==> src/rtl/n64_read_response_if.sv <==
// n64_read_response_if: start/line/result bundle between the N64 read
// receiver (slave) and the logic that starts reads and consumes words (master).
interface n64_read_response_if #(
    parameter int unsigned NUM_BITS = 32
);
    logic                begin_read;
    logic                data_in;
    logic [NUM_BITS-1:0] data_out;
    logic                data_valid;
    logic                busy;
    logic                timeout_err;

    modport master (
        output begin_read, data_in,
        input  data_out, data_valid, busy, timeout_err
    );

    modport slave (
        input  begin_read, data_in,
        output data_out, data_valid, busy, timeout_err
    );
endinterface

==> src/rtl/n64_read_response.sv <==
// n64_read_response: decodes the controller's pulse-width-coded reply on the
// N64 data line (MSB first), sampling SAMPLE cycles after each falling edge.
// It delivers the word with a one-cycle valid strobe and aborts with
// timeout_err if the line stops toggling.
// Optional build macro N64_READ_STOP_CHECK_EN: require the controller stop bit
// (falling edge, then line high) before accepting the word.
module n64_read_response #(
    parameter int unsigned NUM_BITS = 32,
    parameter int unsigned SAMPLE   = 200,
    parameter int unsigned TIMEOUT  = 1000
) (
    input  logic                  clk,
    input  logic                  rst,
    n64_read_response_if.slave    bus
);

    localparam int unsigned CNT_MAX = (TIMEOUT > SAMPLE) ? TIMEOUT : SAMPLE;
    localparam int unsigned CNT_W   = $clog2(CNT_MAX + 1);
    localparam int unsigned IDX_W   = (NUM_BITS > 1) ? $clog2(NUM_BITS) : 1;

    localparam logic [CNT_W-1:0] SAMPLE_LAST  = CNT_W'(SAMPLE - 1);
    localparam logic [CNT_W-1:0] TIMEOUT_LAST = CNT_W'(TIMEOUT - 1);
    localparam logic [IDX_W-1:0] IDX_LAST     = IDX_W'(NUM_BITS - 1);

    typedef enum logic [2:0] {
        IDLE,
        WAIT_FALL,
        SAMPLE_WAIT,
        WAIT_RISE,
        STOP,
        DONE
`ifdef N64_READ_STOP_CHECK_EN
        ,
        STOP_HIGH
`endif
    } state_t;

    state_t              state_q, state_d;
    logic                sync1_q;
    logic                s_q;
    logic                s_prev_q;
    logic [CNT_W-1:0]    cnt_q, cnt_d;
    logic [IDX_W-1:0]    idx_q, idx_d;
    logic [NUM_BITS-1:0] shift_q, shift_d;
    logic [NUM_BITS-1:0] data_out_q, data_out_d;
    logic                data_valid_q, data_valid_d;
    logic                timeout_err_q, timeout_err_d;

    logic fall;
    logic tmo;

    assign fall = s_prev_q & ~s_q;
    assign tmo  = (cnt_q == TIMEOUT_LAST);

    // Two-flop synchronizer for the asynchronous line plus a delayed copy for edge detection.
    always_ff @(posedge clk or posedge rst) begin
        if (rst) begin
            sync1_q  <= 1'b1;
            s_q      <= 1'b1;
            s_prev_q <= 1'b1;
        end else begin
            sync1_q  <= bus.data_in;
            s_q      <= sync1_q;
            s_prev_q <= s_q;
        end
    end

    // Frame state, counters, shift register and registered outputs.
    always_ff @(posedge clk or posedge rst) begin
        if (rst) begin
            state_q       <= IDLE;
            cnt_q         <= '0;
            idx_q         <= '0;
            shift_q       <= '0;
            data_out_q    <= '0;
            data_valid_q  <= 1'b0;
            timeout_err_q <= 1'b0;
        end else begin
            state_q       <= state_d;
            cnt_q         <= cnt_d;
            idx_q         <= idx_d;
            shift_q       <= shift_d;
            data_out_q    <= data_out_d;
            data_valid_q  <= data_valid_d;
            timeout_err_q <= timeout_err_d;
        end
    end

    // Next-state logic; in every wait state the awaited event wins over timeout expiry.
    always_comb begin
        state_d       = state_q;
        cnt_d         = cnt_q;
        idx_d         = idx_q;
        shift_d       = shift_q;
        data_out_d    = data_out_q;
        data_valid_d  = 1'b0;
        timeout_err_d = 1'b0;

        case (state_q)
            IDLE: begin
                if (bus.begin_read) begin
                    state_d = WAIT_FALL;
                    cnt_d   = '0;
                    idx_d   = '0;
                end
            end

            WAIT_FALL: begin
                if (fall) begin
                    state_d = SAMPLE_WAIT;
                    cnt_d   = '0;
                end else if (tmo) begin
                    state_d       = IDLE;
                    cnt_d         = '0;
                    timeout_err_d = 1'b1;
                end else begin
                    cnt_d = cnt_q + CNT_W'(1);
                end
            end

            SAMPLE_WAIT: begin
                if (cnt_q == SAMPLE_LAST) begin
                    shift_d = {shift_q[NUM_BITS-2:0], s_q};
                    cnt_d   = '0;
                    if (idx_q == IDX_LAST) begin
                        state_d = STOP;
                    end else begin
                        idx_d   = idx_q + IDX_W'(1);
                        state_d = WAIT_RISE;
                    end
                end else begin
                    cnt_d = cnt_q + CNT_W'(1);
                end
            end

            WAIT_RISE: begin
                if (s_q) begin
                    state_d = WAIT_FALL;
                    cnt_d   = '0;
                end else if (tmo) begin
                    state_d       = IDLE;
                    cnt_d         = '0;
                    timeout_err_d = 1'b1;
                end else begin
                    cnt_d = cnt_q + CNT_W'(1);
                end
            end

`ifdef N64_READ_STOP_CHECK_EN
            STOP: begin
                if (fall) begin
                    state_d = STOP_HIGH;
                    cnt_d   = '0;
                end else if (tmo) begin
                    state_d       = IDLE;
                    cnt_d         = '0;
                    timeout_err_d = 1'b1;
                end else begin
                    cnt_d = cnt_q + CNT_W'(1);
                end
            end

            STOP_HIGH: begin
                if (s_q) begin
                    state_d = DONE;
                    cnt_d   = '0;
                end else if (tmo) begin
                    state_d       = IDLE;
                    cnt_d         = '0;
                    timeout_err_d = 1'b1;
                end else begin
                    cnt_d = cnt_q + CNT_W'(1);
                end
            end
`else
            STOP: begin
                if (s_q) begin
                    state_d = DONE;
                    cnt_d   = '0;
                end else if (tmo) begin
                    state_d       = IDLE;
                    cnt_d         = '0;
                    timeout_err_d = 1'b1;
                end else begin
                    cnt_d = cnt_q + CNT_W'(1);
                end
            end
`endif

            DONE: begin
                data_out_d   = shift_q;
                data_valid_d = 1'b1;
                state_d      = IDLE;
            end

            default: begin
                state_d = IDLE;
                cnt_d   = '0;
            end
        endcase
    end

    assign bus.data_out    = data_out_q;
    assign bus.data_valid  = data_valid_q;
    assign bus.busy        = (state_q != IDLE);
    assign bus.timeout_err = timeout_err_q;

endmodule

==> src/flat_wrapper.sv <==
// flat-port wrapper written by rule: the top's interface ports become plain ports
module n64_read_response_flat 
#(
    parameter int unsigned NUM_BITS = 32,
    parameter int unsigned SAMPLE   = 200,
    parameter int unsigned TIMEOUT  = 1000
)
  (clk, rst, bus_begin_read, bus_data_in, bus_data_out, bus_data_valid, bus_busy, bus_timeout_err);
  n64_read_response_if #(.NUM_BITS(NUM_BITS)) bus_i ();
  input  logic clk;
  input  logic rst;
  input wire logic [$bits(bus_i.begin_read)-1:0] bus_begin_read;
  input wire logic [$bits(bus_i.data_in)-1:0] bus_data_in;
  output wire logic [$bits(bus_i.data_out)-1:0] bus_data_out;
  output wire logic [$bits(bus_i.data_valid)-1:0] bus_data_valid;
  output wire logic [$bits(bus_i.busy)-1:0] bus_busy;
  output wire logic [$bits(bus_i.timeout_err)-1:0] bus_timeout_err;
  assign bus_i.begin_read = bus_begin_read;
  assign bus_i.data_in = bus_data_in;
  assign bus_data_out = bus_i.data_out;
  assign bus_data_valid = bus_i.data_valid;
  assign bus_busy = bus_i.busy;
  assign bus_timeout_err = bus_i.timeout_err;
  n64_read_response #(.NUM_BITS(NUM_BITS), .SAMPLE(SAMPLE), .TIMEOUT(TIMEOUT)) u_core (.clk(clk), .rst(rst), .bus(bus_i));
endmodule
==> config.mk <==
export PLATFORM = sky130hd
export DESIGN_NAME = n64_read_response_flat
export DESIGN_NICKNAME = d
export VERILOG_FILES = /design/src/rtl/n64_read_response_if.sv /design/src/rtl/n64_read_response.sv /design/src/flat_wrapper.sv
export SDC_FILE = /design/constraint.sdc
export NUM_CORES = 1
export LEC_CHECK = 0
export CAP_MARGIN = 20
export CORE_MARGIN = 5
export CORE_UTILIZATION = 30
export DETAILED_ROUTE_END_ITERATION = 16
export RECOVER_POWER = 50
export REMOVE_ABC_BUFFERS = 1
export SETUP_SLACK_MARGIN = 0.5
export SLEW_MARGIN = 20
export SYNTH_ARGS = -nofsm -noshare
export SYNTH_HDL_FRONTEND = slang
export SYNTH_SLANG_ARGS = --single-unit
==> constraint.sdc <==
create_clock -name clk -period 3.3 [get_ports clk]
set_input_delay 0.825 -clock clk [delete_from_list [all_inputs] [get_ports clk]]
set_output_delay 0.825 -clock clk [all_outputs]
set_load 0.01 [all_outputs]
# == After elaboration in Yosys (flattened, before gate mapping) ==
# Index checks and enable logic that the tools add are counted.
# word_totals
regBits,87
latchBits,0
ram_bits,0
rom_bits,0
inputBits,4
output_inout_bits,35
word_cells,57
mem_count,0
# op_classes
n_addsub,2
mul,0
n_div,0
order_cmp,0
eq_ne,11
shifts,0
mux,23
n_bitwise,3
reduce_logical,8
# ops
operator,n
2-to-1 mux 10 bit,5
one-hot mux 10 bit (5 select lines),1
2-to-1 mux 3 bit,7
2-to-1 mux 5 bit,3
one-hot mux 3 bit (5 select lines),1
"adder 10 x 1 -> 10 bit, second input constant",1
"equality test 10 bit, second input constant",1
"equality test 10 x 8 -> 1 bit, second input constant",1
one-hot mux 5 bit (2 select lines),1
"equality test 3 x 2 -> 1 bit, second input constant",2
"equality test 3 bit, second input constant",2
AND reduction 2 bit,3
"adder 5 x 1 -> 5 bit, second input constant",1
"equality test 5 bit, second input constant",1
2-to-1 mux 1 bit,4
"!= test 2 bit, second input constant",2
AND reduction 4 bit,1
"equality test 3 x 1 -> 1 bit, second input constant",1
zero test 3 bit,1
nonzero test 3 bit,1
"!= test 2 x 1 -> 1 bit, second input constant",1
inverter 1 bit,2
one-hot mux 1 bit (2 select lines),1
nonzero test 2 bit,1
2 further kinds,2

# == Logic depth before layout (Yosys ltp) ==
# Gate-level depths: netlist (run 1).
# depth
ltp_word,4
mapped_depth,8
mapped_depth_nobuf,8

# == Worst setup path before layout (run 1) ==
# Ideal clock, no wire load.
# synth_path
kind,register -> register
startpoint,register u_core.idx_q[0]
endpoint,register u_core.idx_q[3]
setup_time_ps,121
arrival_ps,1842
t_required_ps,3179
slack_ps,1337
stages_incl_launch_ff,8
n_path_buf,0
synth_period_minus_slack_ps,1963
path_cell_list,dfrtp_1 -> ha_1 -> and3_1 -> ha_1 -> nor3_1 -> nand3_2 -> and2_1 -> a22o_1
# synth_between
elab_chain_cells,4
word_cells_on_any_way,7
cone_classes,1 x add/sub; 2 x eq/ne; 3 x mux; 1 x reduce/logical
# synth_rtl
item,line_no,text
from (decl),n64_read_response.sv:43,"logic [IDX_W-1:0] idx_q, idx_d;"
from (signal assigned),n64_read_response.sv:81,idx_q <= idx_d;
adder 5 x 1 -> 5 bit,n64_read_response.sv:128,idx_d = idx_q + IDX_W'(1);
2-to-1 mux 5 bit,n64_read_response.sv:125,if (idx_q == IDX_LAST) begin
2-to-1 mux 5 bit,n64_read_response.sv:122,if (cnt_q == SAMPLE_LAST) begin
one-hot mux 5 bit (2 select lines),n64_read_response.sv:99,case (state_q)
# Parallel ways exist; a longest one is shown, timed or not. The select of a mux whose other input is x is not followed.
# A chain may end at the register's enable or synchronous reset.

# == Worst setup path after layout (run 1) ==
# layout_path
startpoint,register u_core.state_q[1]
endpoint,register u_core.data_out_q[20] (netlist: u_core.bus.data_out[20])
# layout_between
elab_chain_cells,1
# layout_rtl
item,line_no,text
from (decl),n64_read_response.sv:38,"state_t state_q, state_d;"
from (signal assigned),n64_read_response.sv:79,state_q <= state_d;
equality test 3 bit,n64_read_response.sv:99,
to (signal assigned),n64_read_response.sv:83,data_out_q <= data_out_d;
to (decl),n64_read_response.sv:45,"logic [NUM_BITS-1:0] data_out_q, data_out_d;"
# No other way between the ends.

==> flow_summary.json, run 1 <==
{
  "cts_tree": "yes",
  "crit_required_ns": 3.53,
  "cts_setup_buffers": 0,
  "drc": 0,
  "path_class": "register to register",
  "antenna_found_initial": 0,
  "synth_common_cells": "nand2_1, dfrtp_1, mux2_4",
  "clock_sinks": 87,
  "ys_ff_latch": 87,
  "synth_area_leaders": "dfrtp_1, mux2_4, nand2_1, dfstp_2, o21ai_0",
  "diodes": 0,
  "worstMarginPinSlew_ns": 1.448,
  "crit_path_end_kind": "register",
  "hold_path_depth": 0,
  "hold_path_class": "register to register",
  "postSynth.asyncResetShare_pct": 100.0,
  "startpoint_type": "register",
  "yosysMostFrequentCell": "nand2_1",
  "slew_headroom_pct": 3.496,
  "slew_viol_final": 0,
  "path_clk_slew_ns": 0.06,
  "period_needed_ns": 2.704,
  "syn_inst": 347,
  "rsz0062_at_grt": "false",
  "gp_congestion": 0.7881,
  "first_global_vias": 2522,
  "p_leak_nw": 2.301,
  "coreArea_mm2": 0.01252,
  "clock.fmax_mhz": 369.9,
  "htree_levels": 3,
  "postCtsHoldBufs": 0,
  "avgSynthCellArea_um2": 10.94,
  "track_usage_pct": 10.46,
  "synth.distinct_cells": 44,
  "fin_cells": 566,
  "powerDensity_mw_per_mm2": 546.9,
  "syn2layout_area_growth_pct": 23.59,
  "crit_slowest_cell": "clkbuf_1",
  "worstPathCellList": "nand3b_1 > clkbuf_1 > inv_1 > clkbuf_1 > nand2_1 > nand2_1",
  "detail-route-antenna-nets": 0,
  "crit_fanout": 33,
  "totalWireLength_um": 7044,
  "vias": 2524,
  "rows": 41,
  "multi_input_area_mm2": 0.001534,
  "ys_seq_area_share_pct": 57.43,
  "fin_worst_skew_ns": 0.008203,
  "post-place-ws_ns": 1.004,
  "grt_pass1_wl_um": 12180,
  "yosysTopAreaCellShare_pct": 55.35,
  "critPathMaxStageDelay_ns": 1.08,
  "chipWidth_um": 122.5,
  "final.setup.worst_slack_ns": 0.5965,
  "cts_buffers": 9,
  "drtIter0Drc": 175,
  "critPathArrivalTime_ns": 2.93,
  "die-area_mm2": 0.01501,
  "max-cap-violations": 0,
  "fin_tns_setup_ns": 0,
  "vias_per_cell": 4.459,
  "regArea_mm2": 0.002181,
  "grt_remaining_overflow": 0,
  "cts_root_buf": "clkbuf_16",
  "initial_utilization_pct": 30.34,
  "period_share_pct": 81.92,
  "port_buffers": 38,
  "syn_area_mm2": 0.003797,
  "clockBufferDepth": 2,
  "setup_viol": 0,
  "hpwl_um": 4579,
  "dr.pass1.iters": 4,
  "holdWs_ns": 0.3616,
  "post_drt_wl_per_cell_um": 12.45,
  "clock_latency_ns": 0.34,
  "drive_gt1_share_pct": 15.23,
  "r2r_cells": 6,
  "status": "completed",
  "hold_viol_final": 0,
  "dp_cells": 550,
  "ctsResizeCount": 0,
  "peakVddDrop_v": 0.0002090,
  "io_pins": 39,
  "synth_edf_count": 0,
  "synth-main-ff-cell": "dfrtp_1",
  "grt_max_degree": 88,
  "finalNetCount": 396,
  "yosysTopAreaCell": "dfrtp_1",
  "dieHeight_um": 122.5,
  "ys_warn_count": 0,
  "nFillCells": 1264
}
==> power by group <==
part | total [mW] | switching [mW] | internal (mW)
logic | 0.315 | 0.198 | 0.117
registers | 1.17 | 0.0673 | 1.10
clock network | 1.08 | 0.399 | 0.683
total | 2.57 | 0.665 | 1.90
==> worst max-delay path, delay by kind of cell, from the launching register on <==
family        cells  cell delay [ns]
flops             1             0.60
simple gates      3             0.44
buf+inv           3             1.54
==> path summary, 6_finish.rpt <==
check / startpoint / end / slack (ns)
hold / removal: u_core.sync1_q / u_core.s_q / 0.36
setup / recovery: u_core.state_q[1] / u_core.bus.data_out[20] / 0.60
hold reg to reg: u_core.sync1_q / u_core.s_q / 0.36
max in group asynchronous: rst / u_core.s_prev_q / 1.86
setup reg to reg: u_core.state_q[1] / u_core.bus.data_out[20] / 0.60
min in group asynchronous: rst / u_core.bus.data_out[1] / 1.08
==> placed cells by master, fill, tap and decap left out, types with 4 or more instances in the layout <==
master           synthesis  layout
dfrtp_1                 84      84
nand2_1                116     116
a21oi_1                  8       8
nor3_1                   8       8
o21ai_0                 14      14
mux2_4                  30      30
clkbuf_16                0       9
nor2_1                   9       9
nor2b_1                  4       4
nand3_1                  7       7
o211ai_1                 4       4
clkdlybuf4s50_1          0      36
==> through the flow <==
step	instance area [um2]	power (mW)	utilization (%)
floorplan	3730	1.404	-
global placement	4377	1.495	34.97
detailed placement	4377	1.508	34.97
CTS	4701	2.617	37.56
global route	4693	2.699	37.50
finish	4693	2.567	37.50
==> layout make-up <==
cell class	count	share of cell area [%]
Timing Repair Buffer	43	9.011
Clock buffer	11	5.172
Tap cell	172	4.585
Multi-Input combinational cell	244	32.68
Clock inverter	5	1.733
Inverter	4	0.3466
Sequential cell	87	46.47
==> registers in the layout (all words and copies together), names as in the netlist <==
name                    flops
u_core.bus.data_out        32
u_core.bus.data_valid       1
u_core.bus.timeout_err      1
u_core.cnt_q               10
u_core.idx_q                5
u_core.s_prev_q             1
u_core.s_q                  1
u_core.shift_q             32
u_core.state_q              3
u_core.sync1_q              1
==> routing by layer <==
layer  global-route usage, %  part of all wire, %
met2                   16.39                   46
met3                   3.548                  5.7
met4                   5.668                  2.1
met1                   12.69                   46
met5                       0                    0
==> kinds of logic after synthesis <==
logic type	Yosys count	synth area share (%)
buffers and inverters	16	2.175
and+or+nand+nor	169	20.07
DFF	87	57.43
muxes	34	12.98
adders and majority gates	3	0.9886
AOI/OAI and AO/OA	36	5.899
xor gates and xnor gates	2	0.4614
No activity file was read; power rests on OpenSTA's default activity.
==> run 2: changes to the inputs <==
==> constraint.sdc (replaced) <==
create_clock -name clk -period 2.4 [get_ports clk]
set_input_delay 0.6 -clock clk [delete_from_list [all_inputs] [get_ports clk]]
set_output_delay 0.6 -clock clk [all_outputs]
set_load 0.01 [all_outputs]
==> flow_summary.json, run 2 (synthesis gave the netlist of run 1 again) <==
{
  "p_leak_nw": 2.393,
  "peakVddDrop_v": 0.0003219,
  "clock_latency_ns": 0.33,
  "first_global_vias": 2674,
  "drtIter0Drc": 243,
  "hold_path_class": "register to register",
  "path_clk_slew_ns": 0.06,
  "clock_sinks": 87,
  "p_clk_share_pct": 36.7,
  "diodes": 0,
  "slew_viol_final": 0,
  "totalWireLength_um": 7676,
  "period_share_pct": 78.46,
  "cts_tree": "yes",
  "post-route-util_pct": 38.92,
  "crit_fanout": 16,
  "syn2layout_area_growth_pct": 28.30,
  "track_usage_pct": 11.03,
  "htree_levels": 3,
  "holdWs_ns": 0.3605,
  "vias_per_cell": 4.515,
  "setup_viol": 0,
  "status": "completed",
  "antenna_found_initial": 0,
  "fin_worst_skew_ns": 0.006546,
  "powerDensity_mw_per_mm2": 721.9,
  "worstMarginPinSlew_ns": 1.084,
  "initial_utilization_pct": 30.34,
  "chipWidth_um": 122.5,
  "vias": 2623,
  "io_pins": 39,
  "crit_required_ns": 2.62,
  "power_frac_comb_pct": 19.1,
  "critPathArrivalTime_ns": 2.10,
  "clockBufferDepth": 2,
  "coreArea_mm2": 0.01252,
  "finalNetCount": 412,
  "switching_share_pct": 28.19,
  "rsz0062_at_grt": "true",
  "period_needed_ns": 1.883,
  "cts_buffers": 9,
  "grt_remaining_overflow": 0,
  "fin_area_mm2": 0.004872,
  "place_area_mm2": 0.004417,
  "post_drt_wl_per_cell_um": 13.21,
  "hold_viol_final": 0,
  "detail-route-antenna-nets": 0,
  "port_buffers": 38,
  "startpoint_type": "register",
  "final.setup.worst_slack_ns": 0.5170,
  "drc": 0,
  "final_common_cell": "nand2_1",
  "dieHeight_um": 122.5,
  "clock.fmax_mhz": 531.1,
  "path_class": "register to register",
  "gp_congestion": 0.7308,
  "postCtsHoldBufs": 0,
  "grt_pass1_wl_um": 13170,
  "p_int_mw": 2.526,
  "crit_path_end_kind": "register",
  "hpwl_um": 4737,
  "rows": 41,
  "slew_headroom_pct": 27.36,
  "post-place-ws_ns": 0.1900,
  "max-cap-violations": 0,
  "dr.pass1.iters": 4,
  "seq_power_share_pct": 44.2,
  "die-area_mm2": 0.01501,
  "grt_max_degree": 36,
  "cts_root_buf": "clkbuf_16",
  "switching_power_uw": 991.3,
  "final_cell_mix": "nand2_1, dfrtp_1, clkdlybuf4s50_1, mux2_4, buf_4",
  "drive_gt1_share_pct": 22.25
}
## run 2: cell types whose count changed in the layout (fill, tap and decap cells not counted), moves of 3 or more
cell	previous run	this run
nor3_2	0	3
nor3_1	8	4
buf_4	2	16
o21ai_1	0	3
o21ai_0	14	11
## run 2: layout make-up
cell class | count | area [um2]
Fill cell | 1249 | 7645
Sequential cell | 87 | 2183
Clock inverter | 4 | 30.03
Multi-Input combinational cell | 244 | 1599
Clock buffer | 11 | 242.7
Tap cell | 172 | 215.2
Timing Repair Buffer | 59 | 585.6
Inverter | 4 | 16.27
## run 2: power by group through the flow
stage	combinational [mW]	sequential (mW)	clock, mW
after floorplan	0.319	1.61	0
after global placement	0.486	1.60	0
after detailed placement	0.498	1.61	0
after CTS	0.621	1.55	1.34
after global routing	0.756	1.56	1.39
final	0.672	1.55	1.29
## run 2: timing repair
item,4_1_cts,5_1_grt
pin swaps,4,8
cloned,0,1
buffers inserted,11,2
gates resized for setup,13,13
setup endpoints to repair,48,48
## run 2: stage by stage
step,setup TNS [ns],cells,total power [mW]
floorplan,-37.40,335,1.931
global placement,0,552,2.087
detailed placement,0,552,2.106
CTS,0,578,3.509
global route,0,581,3.702
finish,0,581,3.517
## run 2: routing by layer
layer | global-route usage, % | wire, um
met3 | 2.627 | 383
met4 | 4.759 | 180
met1 | 14.74 | 3676
met5 | 0 | 0
met2 | 17.14 | 3435
## run 2: worst paths after layout
kind | slack (ns) | cells past startpoint | endpoint | from
min in group asynchronous | 0.93 | 2 | u_core.bus.data_out[0] | rst
max reg2reg | 0.52 | 7 | u_core.shift_q[8] | u_core.cnt_q[0]
max | 0.52 | 7 | u_core.shift_q[8] | u_core.cnt_q[0]
min reg2reg | 0.36 | 0 | u_core.s_q | u_core.sync1_q
max in group asynchronous | 0.76 | 3 | u_core.s_prev_q | rst
min | 0.36 | 0 | u_core.s_q | u_core.sync1_q
## run 2: critical path: stages, from the launching register on
cell and delay (ns):
dfrtp_1 0.35, ha_1 0.21, nand4bb_1 0.15, buf_4 0.18, nor3_4 0.21, nand2_2 0.14
clkbuf_16 0.22, mux2_4 0.30
==> run 3: changes to the inputs <==
==> constraint.sdc (replaced) <==
create_clock -name clk -period 1.84 [get_ports clk]
set_input_delay 0.46 -clock clk [delete_from_list [all_inputs] [get_ports clk]]
set_output_delay 0.46 -clock clk [all_outputs]
set_load 0.01 [all_outputs]
==> flow_summary.json, run 3 (synthesis gave the netlist of run 1 again) <==
{
  "drtIter0Drc": 149,
  "port_buffers": 38,
  "totalWireLength_um": 9422,
  "path_class": "register to register",
  "htree_levels": 3,
  "rsz0062_at_grt": "true",
  "antenna_found_initial": 0,
  "grt_pass1_wl_um": 14840,
  "syn2layout_area_growth_pct": 53.31,
  "vias": 2920,
  "gp_congestion": 0.7930,
  "slew_headroom_pct": 46.89,
  "clockBufferDepth": 2,
  "finalNetCount": 471,
  "postCtsHoldBufs": 0,
  "chipWidth_um": 122.5,
  "path_clk_slew_ns": 0.06,
  "rows": 41,
  "final_common_cell": "dfrtp_1",
  "crit_slowest_cell": "dfrtp_1",
  "dieHeight_um": 122.5,
  "crit_required_ns": 2.05,
  "grt_remaining_overflow": 0,
  "post-route-util_pct": 46.51,
  "crit_path_end_kind": "register",
  "cts_tree": "yes",
  "fin_worst_skew_ns": 0.006715,
  "period_share_pct": 94.55,
  "hpwl_um": 5024,
  "startpoint_type": "register",
  "crit_fanout": 18,
  "setup_viol": 0,
  "slew_viol_final": 0,
  "worstPathCellList": "ha_4 > nand4bb_4 > nor3_4 > nand2_2 > buf_12 > mux2_4",
  "hold_viol_final": 0,
  "p_leak_nw": 2.964,
  "peakVddDrop_v": 0.0004296,
  "cts_root_buf": "clkbuf_16",
  "critPathArrivalTime_ns": 1.95,
  "clock_latency_ns": 0.33,
  "clock_sinks": 87,
  "cts_buffers": 9,
  "initial_utilization_pct": 30.34,
  "clock.fmax_mhz": 574.8,
  "diodes": 0,
  "drive_gt1_share_pct": 54.37,
  "detail-route-antenna-nets": 0,
  "coreArea_mm2": 0.01252,
  "worstMarginPinSlew_ns": 0.7967,
  "first_global_vias": 2964,
  "powerDensity_mw_per_mm2": 901.1,
  "period_needed_ns": 1.740,
  "fin_cells": 641,
  "max-cap-violations": 0,
  "dr.pass1.iters": 4,
  "grt_max_degree": 59,
  "status": "completed",
  "critPathMaxStageDelay_ns": 0.41,
  "io_pins": 39,
  "hold_path_class": "register to register",
  "post_drt_wl_per_cell_um": 14.70,
  "post-place-ws_ns": -0.05129,
  "vias_per_cell": 4.555,
  "die-area_mm2": 0.01501,
  "drc": 0,
  "track_usage_pct": 12.43,
  "final_cell_mix": "dfrtp_1, buf_4, nand2_2, nand2_1, mux2_4",
  "dp_cells": 572,
  "final.setup.worst_slack_ns": 0.1003
}
[run 3: timing repair]
action	4_1_cts	5_1_grt
cloned	6	1
gates resized for setup	237	77
buffers inserted	23	23
pin swaps	54	51
setup endpoints to repair	117	105
[run 3: path summary, 6_finish.rpt]
kind	slack (ns)	cells after the start	to	from
max	0.10	6	u_core.shift_q[18]	u_core.cnt_q[1]
min	0.36	0	u_core.s_q	u_core.sync1_q
max reg2reg	0.10	6	u_core.shift_q[18]	u_core.cnt_q[1]
min reg2reg	0.36	0	u_core.s_q	u_core.sync1_q
max in group asynchronous	0.37	3	u_core.idx_q[4]	rst
min in group asynchronous	0.46	2	u_core.bus.timeout_err	rst
[run 3: per-layer routing]
layer	wire length [um]	vias to the layer above	global-route usage [%]
li1	-	1410	-
met1	4200	1453	15.89
met4	138	0	3.919
met2	4776	47	21.26
met3	306	10	2.396
met5	0	-	0
[run 3: stage by stage]
step | hold WS (ns) | area, um2 | power, mW | TNS, ns
2_1_floorplan | 0.3452 | 3730 | 2.518 | -98.96
3_3_place_gp | 0.3494 | 4567 | 2.826 | 0
3_5_place_dp | 0.3497 | 4567 | 2.851 | -0.3140
4_1_cts | 0.2963 | 5385 | 5.087 | 0
5_1_grt | 0.3698 | 5822 | 5.465 | 0
6_report | 0.3641 | 5822 | 5.246 | 0
[run 3: cell type report]
cell class / instances / area, um2
multi-input combinational: 244 / 1992
clock buffer: 9 / 225.2
tap: 172 / 215.2
inverter: 4 / 28.78
clock inverter: 7 / 102.6
sequential: 87 / 2181
fill: 1147 / 6695
timing repair buffer: 118 / 1077
[run 3: where the power goes]
group          leakage [nW]  internal, mW  switching (mW)  total (mW)
Clock                 0.157          1.21           0.798        2.01
Sequential             1.20          1.98          0.0648        2.04
Combinational          1.61         0.569           0.631        1.20
[run 3: worst max-delay path, delay by kind of cell, from the launching register on]
kind / cells / cell delay, ns
simple gates: 3 / 0.54
fa+ha+maj: 1 / 0.17
buf+inv: 1 / 0.19
mux: 1 / 0.30
flops: 1 / 0.41
